File: src/rtl/eth_rx_frame_reader_pkg.sv
// Shared types and defaults for the receive-side frame reader.
// Holds the FSM encoding, the default frame length limits and the skid-buffer payload width.
package eth_rx_frame_reader_pkg;

    typedef enum logic [1:0] {
        ST_IDLE     = 2'd0,
        ST_LEN_WAIT = 2'd1,
        ST_STREAM   = 2'd2,
        ST_FLUSH    = 2'd3
    } state_t;

    localparam logic [15:0] DEF_MIN_FRAME_LEN = 16'd14;
    localparam logic [15:0] DEF_MAX_FRAME_LEN = 16'd1518;

    // Buffer payload layout: {sof, eof, data[7:0]}
    localparam int PAYLOAD_W = 10;

endpackage

File: src/rtl/eth_rx_skid_buf2.sv
// Two-entry FIFO that sits between the data FIFO return path and the output stream.
// The head entry is presented combinationally, so it holds still while the consumer stalls.
module eth_rx_skid_buf2
    import eth_rx_frame_reader_pkg::*;
(
    input  logic                 clk_i,
    input  logic                 reset_n,
    input  logic                 push,
    input  logic [PAYLOAD_W-1:0] din,
    input  logic                 pop,
    output logic [PAYLOAD_W-1:0] dout,
    output logic [1:0]           occ
);

    logic [PAYLOAD_W-1:0] mem [2];
    logic                 wr_ptr;
    logic                 rd_ptr;

    always_ff @(posedge clk_i or negedge reset_n) begin
        if (!reset_n) begin
            for (int i = 0; i < 2; i++) begin
                mem[i] <= '0;
            end
            wr_ptr <= 1'b0;
            rd_ptr <= 1'b0;
            occ    <= 2'd0;
        end else begin
            if (push) begin
                mem[wr_ptr] <= din;
                wr_ptr      <= ~wr_ptr;
            end
            if (pop) begin
                rd_ptr <= ~rd_ptr;
            end
            case ({push, pop})
                2'b10:   occ <= occ + 2'd1;
                2'b01:   occ <= occ - 2'd1;
                default: occ <= occ;
            endcase
        end
    end

    assign dout = mem[rd_ptr];

endmodule

File: src/rtl/eth_rx_frame_reader.sv
// Pops a length word, then that many bytes, and streams them out with sof/eof markers.
// Illegal lengths are drained from the data FIFO and counted as drops.
//
// state     | meaning
// ----------+-----------------------------------------------------------
// IDLE      | waiting for en and a queued length; pops the length FIFO
// LEN_WAIT  | length word valid; latch it and classify the frame
// STREAM    | issue data reads into the skid buffer, forward to consumer
// FLUSH     | discard the bytes of an illegal frame
module eth_rx_frame_reader
    import eth_rx_frame_reader_pkg::*;
#(
    parameter logic [15:0] MIN_FRAME_LEN = DEF_MIN_FRAME_LEN,
    parameter logic [15:0] MAX_FRAME_LEN = DEF_MAX_FRAME_LEN
) (
    input  logic        clk_i,
    input  logic        reset_n,
    input  logic        en,
    input  logic        rx_len_fifo_empty,
    input  logic [15:0] rx_len_fifo_data,
    output logic        rx_len_fifo_read,
    input  logic        rx_data_fifo_empty,
    input  logic [7:0]  rx_data_fifo_data,
    output logic        rx_data_fifo_read,
    output logic [7:0]  frm_data,
    output logic        frm_valid,
    input  logic        frm_ready,
    output logic        frm_sof,
    output logic        frm_eof,
    output logic [15:0] frm_len,
    output logic [15:0] frm_ok_cnt,
    output logic [15:0] frm_drop_cnt
);

    state_t               state, state_nxt;
    logic [15:0]          rd_left;
    logic [15:0]          out_left;
    logic                 inflight;
    logic                 inflight_sof;
    logic                 inflight_eof;
    logic [1:0]           occ;
    logic [PAYLOAD_W-1:0] buf_dout;
    logic                 pop;
    logic                 len_read;
    logic                 data_read;
    logic                 drop_now;
    logic                 end_pop;
    logic [2:0]           fill;
    logic [2:0]           room;

    assign pop     = frm_valid & frm_ready;
    assign end_pop = pop && (out_left == 16'd1);
    // occ + inflight - pop < 2, rearranged to stay non-negative
    assign fill    = {1'b0, occ} + {2'b00, inflight};
    assign room    = 3'd2 + {2'b00, pop};

    always_comb begin
        state_nxt = state;
        len_read  = 1'b0;
        data_read = 1'b0;
        drop_now  = 1'b0;
        case (state)
            ST_IDLE: begin
                if (en && !rx_len_fifo_empty) begin
                    len_read  = 1'b1;
                    state_nxt = ST_LEN_WAIT;
                end
            end
            ST_LEN_WAIT: begin
                if (rx_len_fifo_data == 16'd0) begin
                    drop_now  = 1'b1;
                    state_nxt = ST_IDLE;
                end else if (rx_len_fifo_data < MIN_FRAME_LEN || rx_len_fifo_data > MAX_FRAME_LEN) begin
                    state_nxt = ST_FLUSH;
                end else begin
                    state_nxt = ST_STREAM;
                end
            end
            ST_STREAM: begin
                data_read = (rd_left != 16'd0) && !rx_data_fifo_empty && (fill < room);
                if (end_pop) begin
                    state_nxt = ST_IDLE;
                end
            end
            ST_FLUSH: begin
                data_read = (rd_left != 16'd0) && !rx_data_fifo_empty;
                if (data_read && rd_left == 16'd1) begin
                    drop_now  = 1'b1;
                    state_nxt = ST_IDLE;
                end
            end
            default: state_nxt = ST_IDLE;
        endcase
    end

    always_ff @(posedge clk_i or negedge reset_n) begin
        if (!reset_n) begin
            state        <= ST_IDLE;
            frm_len      <= 16'd0;
            rd_left      <= 16'd0;
            out_left     <= 16'd0;
            inflight     <= 1'b0;
            inflight_sof <= 1'b0;
            inflight_eof <= 1'b0;
            frm_ok_cnt   <= 16'd0;
            frm_drop_cnt <= 16'd0;
        end else begin
            state    <= state_nxt;
            inflight <= data_read && (state == ST_STREAM);
            // Tags follow the read into the return cycle
            inflight_sof <= (rd_left == frm_len);
            inflight_eof <= (rd_left == 16'd1);
            if (state == ST_LEN_WAIT) begin
                frm_len  <= rx_len_fifo_data;
                rd_left  <= rx_len_fifo_data;
                out_left <= rx_len_fifo_data;
            end else begin
                if (data_read) begin
                    rd_left <= rd_left - 16'd1;
                end
                if (pop) begin
                    out_left <= out_left - 16'd1;
                end
            end
            if (end_pop) begin
                frm_ok_cnt <= frm_ok_cnt + 16'd1;
            end
            if (drop_now) begin
                frm_drop_cnt <= frm_drop_cnt + 16'd1;
            end
        end
    end

    eth_rx_skid_buf2 u_skid (
        .clk_i   (clk_i),
        .reset_n (reset_n),
        .push    (inflight),
        .din     ({inflight_sof, inflight_eof, rx_data_fifo_data}),
        .pop     (pop),
        .dout    (buf_dout),
        .occ     (occ)
    );

    assign rx_len_fifo_read  = len_read;
    assign rx_data_fifo_read = data_read;
    assign frm_valid         = (occ != 2'd0);
    assign frm_sof           = buf_dout[9];
    assign frm_eof           = buf_dout[8];
    assign frm_data          = buf_dout[7:0];

endmodule

File: config.mk
export PLATFORM = sky130hd
export DESIGN_NAME = eth_rx_frame_reader
export DESIGN_NICKNAME = d
export VERILOG_FILES = /design/src/rtl/eth_rx_frame_reader_pkg.sv /design/src/rtl/eth_rx_skid_buf2.sv /design/src/rtl/eth_rx_frame_reader.sv
export SDC_FILE = /design/constraint.sdc
export NUM_CORES = 1
export LEC_CHECK = 0
export ABC_AREA = 0
export ABC_CLOCK_PERIOD_IN_PS = 4200
export CAP_MARGIN = 20
export CORE_MARGIN = 3
export CORE_UTILIZATION = 55
export DETAILED_ROUTE_END_ITERATION = 12
export GPL_TIMING_DRIVEN = 0
export PLACE_DENSITY_LB_ADDON = 0.12
export SLEW_MARGIN = 20
export SYNTH_ARGS = -nofsm -noshare
export SYNTH_HDL_FRONTEND = slang
export SYNTH_SLANG_ARGS = --single-unit
File: constraint.sdc
create_clock -name clk_i -period 4.2 [get_ports clk_i]
set_input_delay 0.84 -clock clk_i [delete_from_list [all_inputs] [get_ports clk_i]]
set_output_delay 0.84 -clock clk_i [all_outputs]
set_load 0.03 [all_outputs]
==> qor.txt, run 1 <==
Share of cells above drive strength 1 - 10.8%
Reg2reg end - rd_left[12]
Drt first pass iters - 6
Power Density - 467 nW/um^2
Hold slack - 0.389 ns
Worst hold path type - in2async
Post-CTS Hold Fix Bufs - 0
ANT cells - 0
CP Class - in2out
Final WS setup - 0.327 ns
First-pass GRT wire length - 21300 um
Vias in the first global route - 4298
Final std cells w/o fill - 756
Pre-CTS WS - 0.368 ns
Final worst-path cycle share - 92.2%
RSZ-0062 raised after global routing - no
Crit path from - frm_ready
Worst EP arrival - 3.03 ns
Core area - 9420 um^2
Starting DRT DRC Count - 279
Post-synthesis net count - 559
Placed instance count - 740
Reg2Reg Depth - 8
Post-DP HPWL - 9390 um
Startpoint Class - input pin
Routed via count - 4326
Final GP Congestion - 0.897
Synth Flop Type - dfrtp_1
Slew at the pin with the worst max-slew slack - 0.912 ns
Setup violations, final - 0
Initial antenna violation count - 0
Clock Latency Late Sink - 0.37 ns
Overall Global Routing Usage - 23.7%
Cell count after synthesis - 520
Multi-input logic area - 2590 um^2
H-tree levels - 3
Antenna-violating nets left - 0
Leakage - 2.75 nW
Largest net degree at the start of global routing - 63
Clock Sinks - 109
Worst setup EP type - primary output
Yosys reg bits - 109
WP data required - 3.36 ns
Total gr overflow - 0
Fmax - 258 MHz
Status - completed
Initial core utilization - 57.7%
Cell Rows - 35
Die Width - 105 um
Max Root-Sink Buffers - 2
Post-synth EDFFs - 0
IO Count - 91
Min Tclk post-route - 3.87 ns
Fin. Hold Viols - 0
Routed WL - 12800 um
DRC Markers - 0
Yosys warnings - 0
FF+latch area - 2730 um^2
Nets - 661
Drt wl/cell - 17.0 um
Post-DR vias/cell - 5.72
Postcts setup bufs - 0
Post-synth ARST share - 100%
Flop-to-flop setup slack - 1.61 ns
Sequential fraction of the synthesis area - 50.2%
Tot Pwr - 3.15 mW
R2R Path Start - u_skid.occ[0]
Area added between synthesis and finish - 24.0%
Post-synthesis cell area - 5430 um^2
CTS tree - built
Synth unique cells - 43
Max cap viols - 0
Crit-path max FO - 9
Root Driver - clkbuf_8
Die height - 105 um
Synthesized area per cell - 10.4 um^2
Final Max Tran Viols - 0
Port Buffers - 90
Peak supply drop - 233 uV
Clk pin slew, worst setup/hold paths - 0.11 ns
Rel. slew slack - 39.0%
Die area - 11100 um^2
Critical Path Sink - rx_data_fifo_read
CTS Buf Count - 9
Skew final - 0.0102 ns
# fillers - 727
Final Util - 71.6%
Post-CTS sizing - 0
metrics by stage:
stage | area, um^2 | setup TNS (ns)
after floorplan | 5430 | 0
after global placement | 6490 | -194.28
after detailed placement | 6520 | 0
after CTS | 6740 | 0
after global routing | 6740 | 0
final | 6740 | 0
critical path, stage by stage:
cell and delay (ns):
clkdlybuf4s50_1 0.45, nand2_1 0.13, inv_2 0.19, a211oi_1 0.18
nor3_1 0.45, clkdlybuf4s50_1 0.79
power breakdown:
part / total (mW) / leakage (nW) / internal, mW / switching, mW
Sequential: 1.45 / 1.31 / 1.25 / 0.206
Clock: 0.683 / 0.107 / 0.304 / 0.379
Combinational: 1.01 / 1.34 / 0.488 / 0.526
Total: 3.15 / 2.75 / 2.04 / 1.11
flip-flops by register name, summed over array words and instances, names as in the netlist:
| register | cells |
|---|---|
| u_skid.mem | 20 |
| out_left | 16 |
| inflight | 1 |
| frm_len | 16 |
| u_skid.occ | 2 |
| state | 2 |
| frm_drop_cnt | 16 |
| u_skid.wr_ptr | 1 |
| inflight_eof | 1 |
| inflight_sof | 1 |
| frm_ok_cnt | 16 |
| rd_left | 16 |
| u_skid.rd_ptr | 1 |
cell usage after synthesis (7+ instances only):
cell type	n	area share, %
nor3_1	18	1.7
clkbuf_1	15	1.0
xnor2_1	53	8.5
mux2_2	33	6.8
nand3_1	13	1.2
nand4_1	15	1.7
nand2_1	70	4.8
xor2_1	23	3.7
nor4_1	21	2.4
nor2_1	40	2.8
a21oi_1	28	2.6
ha_1	9	2.1
nor4b_1	7	1.1
dfrtp_1	109	50
area by class of cell:
type	instances	area share, %
sequential	109	40.5
clock buffer	10	2.04
timing repair buffer	91	13.8
tap	129	2.40
clock inverter	6	1.15
inverter	7	0.390
multi-input combinational	385	38.4
buffer	19	1.32
worst min-delay path by stage:
stage | endpoint | slack, ns | depth (start not counted) | start
after floorplan | u_skid.occ[1] | 0.46 | 1 | u_skid.occ[1]
after CTS | u_skid.mem[12] | 0.40 | 1 | reset_n
after detailed placement | frm_ok_cnt[15] | 0.46 | 1 | frm_ok_cnt[15]
after global routing | u_skid.mem[12] | 0.40 | 1 | reset_n
final | u_skid.mem[12] | 0.39 | 1 | reset_n
after global placement | frm_drop_cnt[15] | 0.46 | 1 | frm_drop_cnt[15]
logic make-up after synthesis:
logic type / count (synthesis) / share of synthesized area, %
flops: 109 / 50.2
mux: 33 / 6.84
xor+xnor: 76 / 12.3
fa+ha+maj: 9 / 2.07
buf+inv: 26 / 2.12
simple gates: 222 / 21.6
compound gates: 45 / 4.88
per-layer routing:
metal / wire, um / GRT usage (%) / vias up
li1: - / - / 2026
met2: 6170 / 38.2 / 172
met3: 827 / 5.33 / 14
met5: 0 / 0 / -
met1: 5690 / 33.3 / 2114
met4: 132 / 4.97 / 0
layout by cell type (no fill, tap or decap), types with 10 or more instances in the layout:
cell,n
a21oi_1,28
clkbuf_1,15
clkbuf_8,10
clkdlybuf4s50_1,89
dfrtp_1,109
mux2_2,33
nand2_1,70
nand3_1,13
nand4_1,15
nor2_1,40
nor3_1,18
nor4_1,21
xnor2_1,53
xor2_1,23
Power figures use the tool's default switching activity.
==> run 2: changes to the inputs <==
Settings changed: CAP_MARGIN 20 to 25, CELL_PAD_IN_SITES_DETAIL_PLACEMENT set to 0, CELL_PAD_IN_SITES_GLOBAL_PLACEMENT set to 1, CORE_UTILIZATION 55 to 45.
==> run 2 against run 1 <==
Final area up 1.8%. Combinational power about the same. Count of clock-buffer cells in the layout up 2. Clock skew down 0.0049 ns. Global-route usage down 3.0 points. Non-clock buffer count unchanged. Register-to-register slack worse by 0.20 ns. Maximum frequency down 3.0%. Final cell count up 1.9%. Utilization down 12 points. Highest routed layer unchanged.
==> qor.txt, run 2 (synthesized netlist as in run 1, its figures left out) <==
FF+latch area - 2730 um^2
Cell Rows - 39
Status - completed
IO Count - 91
Placed instance count - 754
Nets - 661
Power Density - 489 nW/um^2
Worst EP arrival - 3.15 ns
Routed via count - 4229
Root Driver - clkbuf_16
Min Tclk post-route - 3.99 ns
Slew at the pin with the worst max-slew slack - 0.918 ns
Core area - 11600 um^2
Clock Sinks - 109
Antenna-violating nets left - 0
Commonest non-fill, non-tap cell in the layout - dfrtp_1
Port Buffers - 90
Critical Path Stages - 6
Most flop-heavy register - u_skid.mem
DRC Markers - 0
CP top delay family - buffers and inverters
Share of cells above drive strength 1 - 10.8%
Crit-path max FO - 9
Post-CTS Hold Fix Bufs - 0
Crit-path cells - clkdlybuf4s50_1, nand2_1, inv_2, a211oi_1, nor3_1, clkdlybuf4s50_1
ANT cells - 0
Post-DP HPWL - 9640 um
Critical Path Sink - rx_data_fifo_read
Total gr overflow - 0
R2R Path Start - out_left[6]
Worst setup EP type - primary output
CP max stage cell - clkdlybuf4s50_1
Setup_tns - 0 ns
Largest net degree at the start of global routing - 81
CTS tree - built
Area added between synthesis and finish - 26.3%
Drt first pass iters - 5
Commonest non-fill, non-tap cells in the layout - dfrtp_1 (109), clkdlybuf4s50_1 (89), nand2_1 (70)
Final GP Congestion - 0.850
Peak supply drop - 285 uV
Die area - 13400 um^2
Fin. Hold Viols - 0
CTS Buf Count - 9
Drt wl/cell - 17.1 um
Crit path from - frm_ready
Leakage - 2.80 nW
Flop-to-flop setup slack - 1.41 ns
Final Util - 59.1%
WP data required - 3.36 ns
Die Width - 116 um
Max reg flops - 20
Final worst-path cycle share - 95.0%
Max Root-Sink Buffers - 2
Final std cells w/o fill - 770
CP Class - in2out
Initial core utilization - 46.8%
First-pass GRT wire length - 21700 um
Clock Latency Late Sink - 0.35 ns
Setup violations, final - 0
Skew final - 0.00524 ns
WP buf/inv - 3
Rel. slew slack - 38.3%
Max incr delay on CP - 0.80 ns
CP dominant cell by count - clkdlybuf4s50_1
Max cap viols - 0
Final Max Tran Viols - 0
Worst hold path type - in2async
RSZ-0062 raised after global routing - no
Vias in the first global route - 4280
# fillers - 999
Clk pin slew, worst setup/hold paths - 0.07 ns
Overall Global Routing Usage - 20.7%
Die height - 116 um
Reg2Reg Depth - 5
Multi-input logic area - 2590 um^2
Startpoint Class - input pin
Post-CTS sizing - 0
Routed WL - 13200 um
Fmax - 251 MHz
Post-DR vias/cell - 5.49
Starting DRT DRC Count - 358
Reg2reg end - frm_ok_cnt[14]
H-tree levels - 3
Initial antenna violation count - 0
Postcts setup bufs - 0
-- run 2: cell count changes in the layout (fill, tap and decap cells not counted), sizes merged --
cell / before / now
clkbuf: 25 / 27
inv: 10 / 8
-- run 2: worst min-delay path by stage --
stage,from,end
after floorplan,u_skid.occ[1],u_skid.occ[1]
after global placement,frm_drop_cnt[15],frm_drop_cnt[15]
after detailed placement,frm_drop_cnt[15],frm_drop_cnt[15]
after CTS,reset_n,u_skid.mem[5]
after global routing,reset_n,u_skid.mem[5]
final,reset_n,u_skid.mem[5]
-- run 2: report_power, final --
part	switching, mW	total [mW]	internal [mW]	leakage [nW]
clock network	0.384	0.899	0.515	0.157
registers	0.205	1.45	1.25	1.31
logic	0.521	1.01	0.487	1.34
total	1.11	3.36	2.25	2.80
-- run 2: final cells by class --
class,count,area share [%]
Clock inverter,4,0.784
Buffer,19,1.29
Inverter,7,0.383
Timing Repair Buffer,91,13.5
Tap cell,143,2.61
Clock buffer,12,3.88
Multi-Input combinational cell,385,37.7
Sequential cell,109,39.8
-- run 2: routing by layer --
metal	track usage, %	vias up	part of all wire (%)
met5	0	-	0
li1	-	2036	-
met2	31.9	144	45
met4	6.42	0	2.3
met3	5.27	26	5.3
met1	29.0	2023	48
-- run 2: metrics by stage --
step | hold slack, ns | power (mW) | setup WS [ns] | instance area [um^2]
finish | 0.358 | 3.36 | 0.208 | 6860
global route | 0.363 | 3.55 | 0.0710 | 6860
CTS | 0.358 | 3.38 | 0.266 | 6860
detailed placement | 0.461 | 2.48 | 0.270 | 6540
global placement | 0.457 | 2.45 | -1.92 | 6510
floorplan | 0.461 | 2.13 | 1.29 | 5430
-- run 2: worst reg2reg max path, stage by stage (launching register included) --
cell and delay (ns):
dfrtp_1 0.42, nor4_1 0.67, nand4_1 0.39, nor4_1 0.85, nand3_1 0.18, xnor2_1 0.17
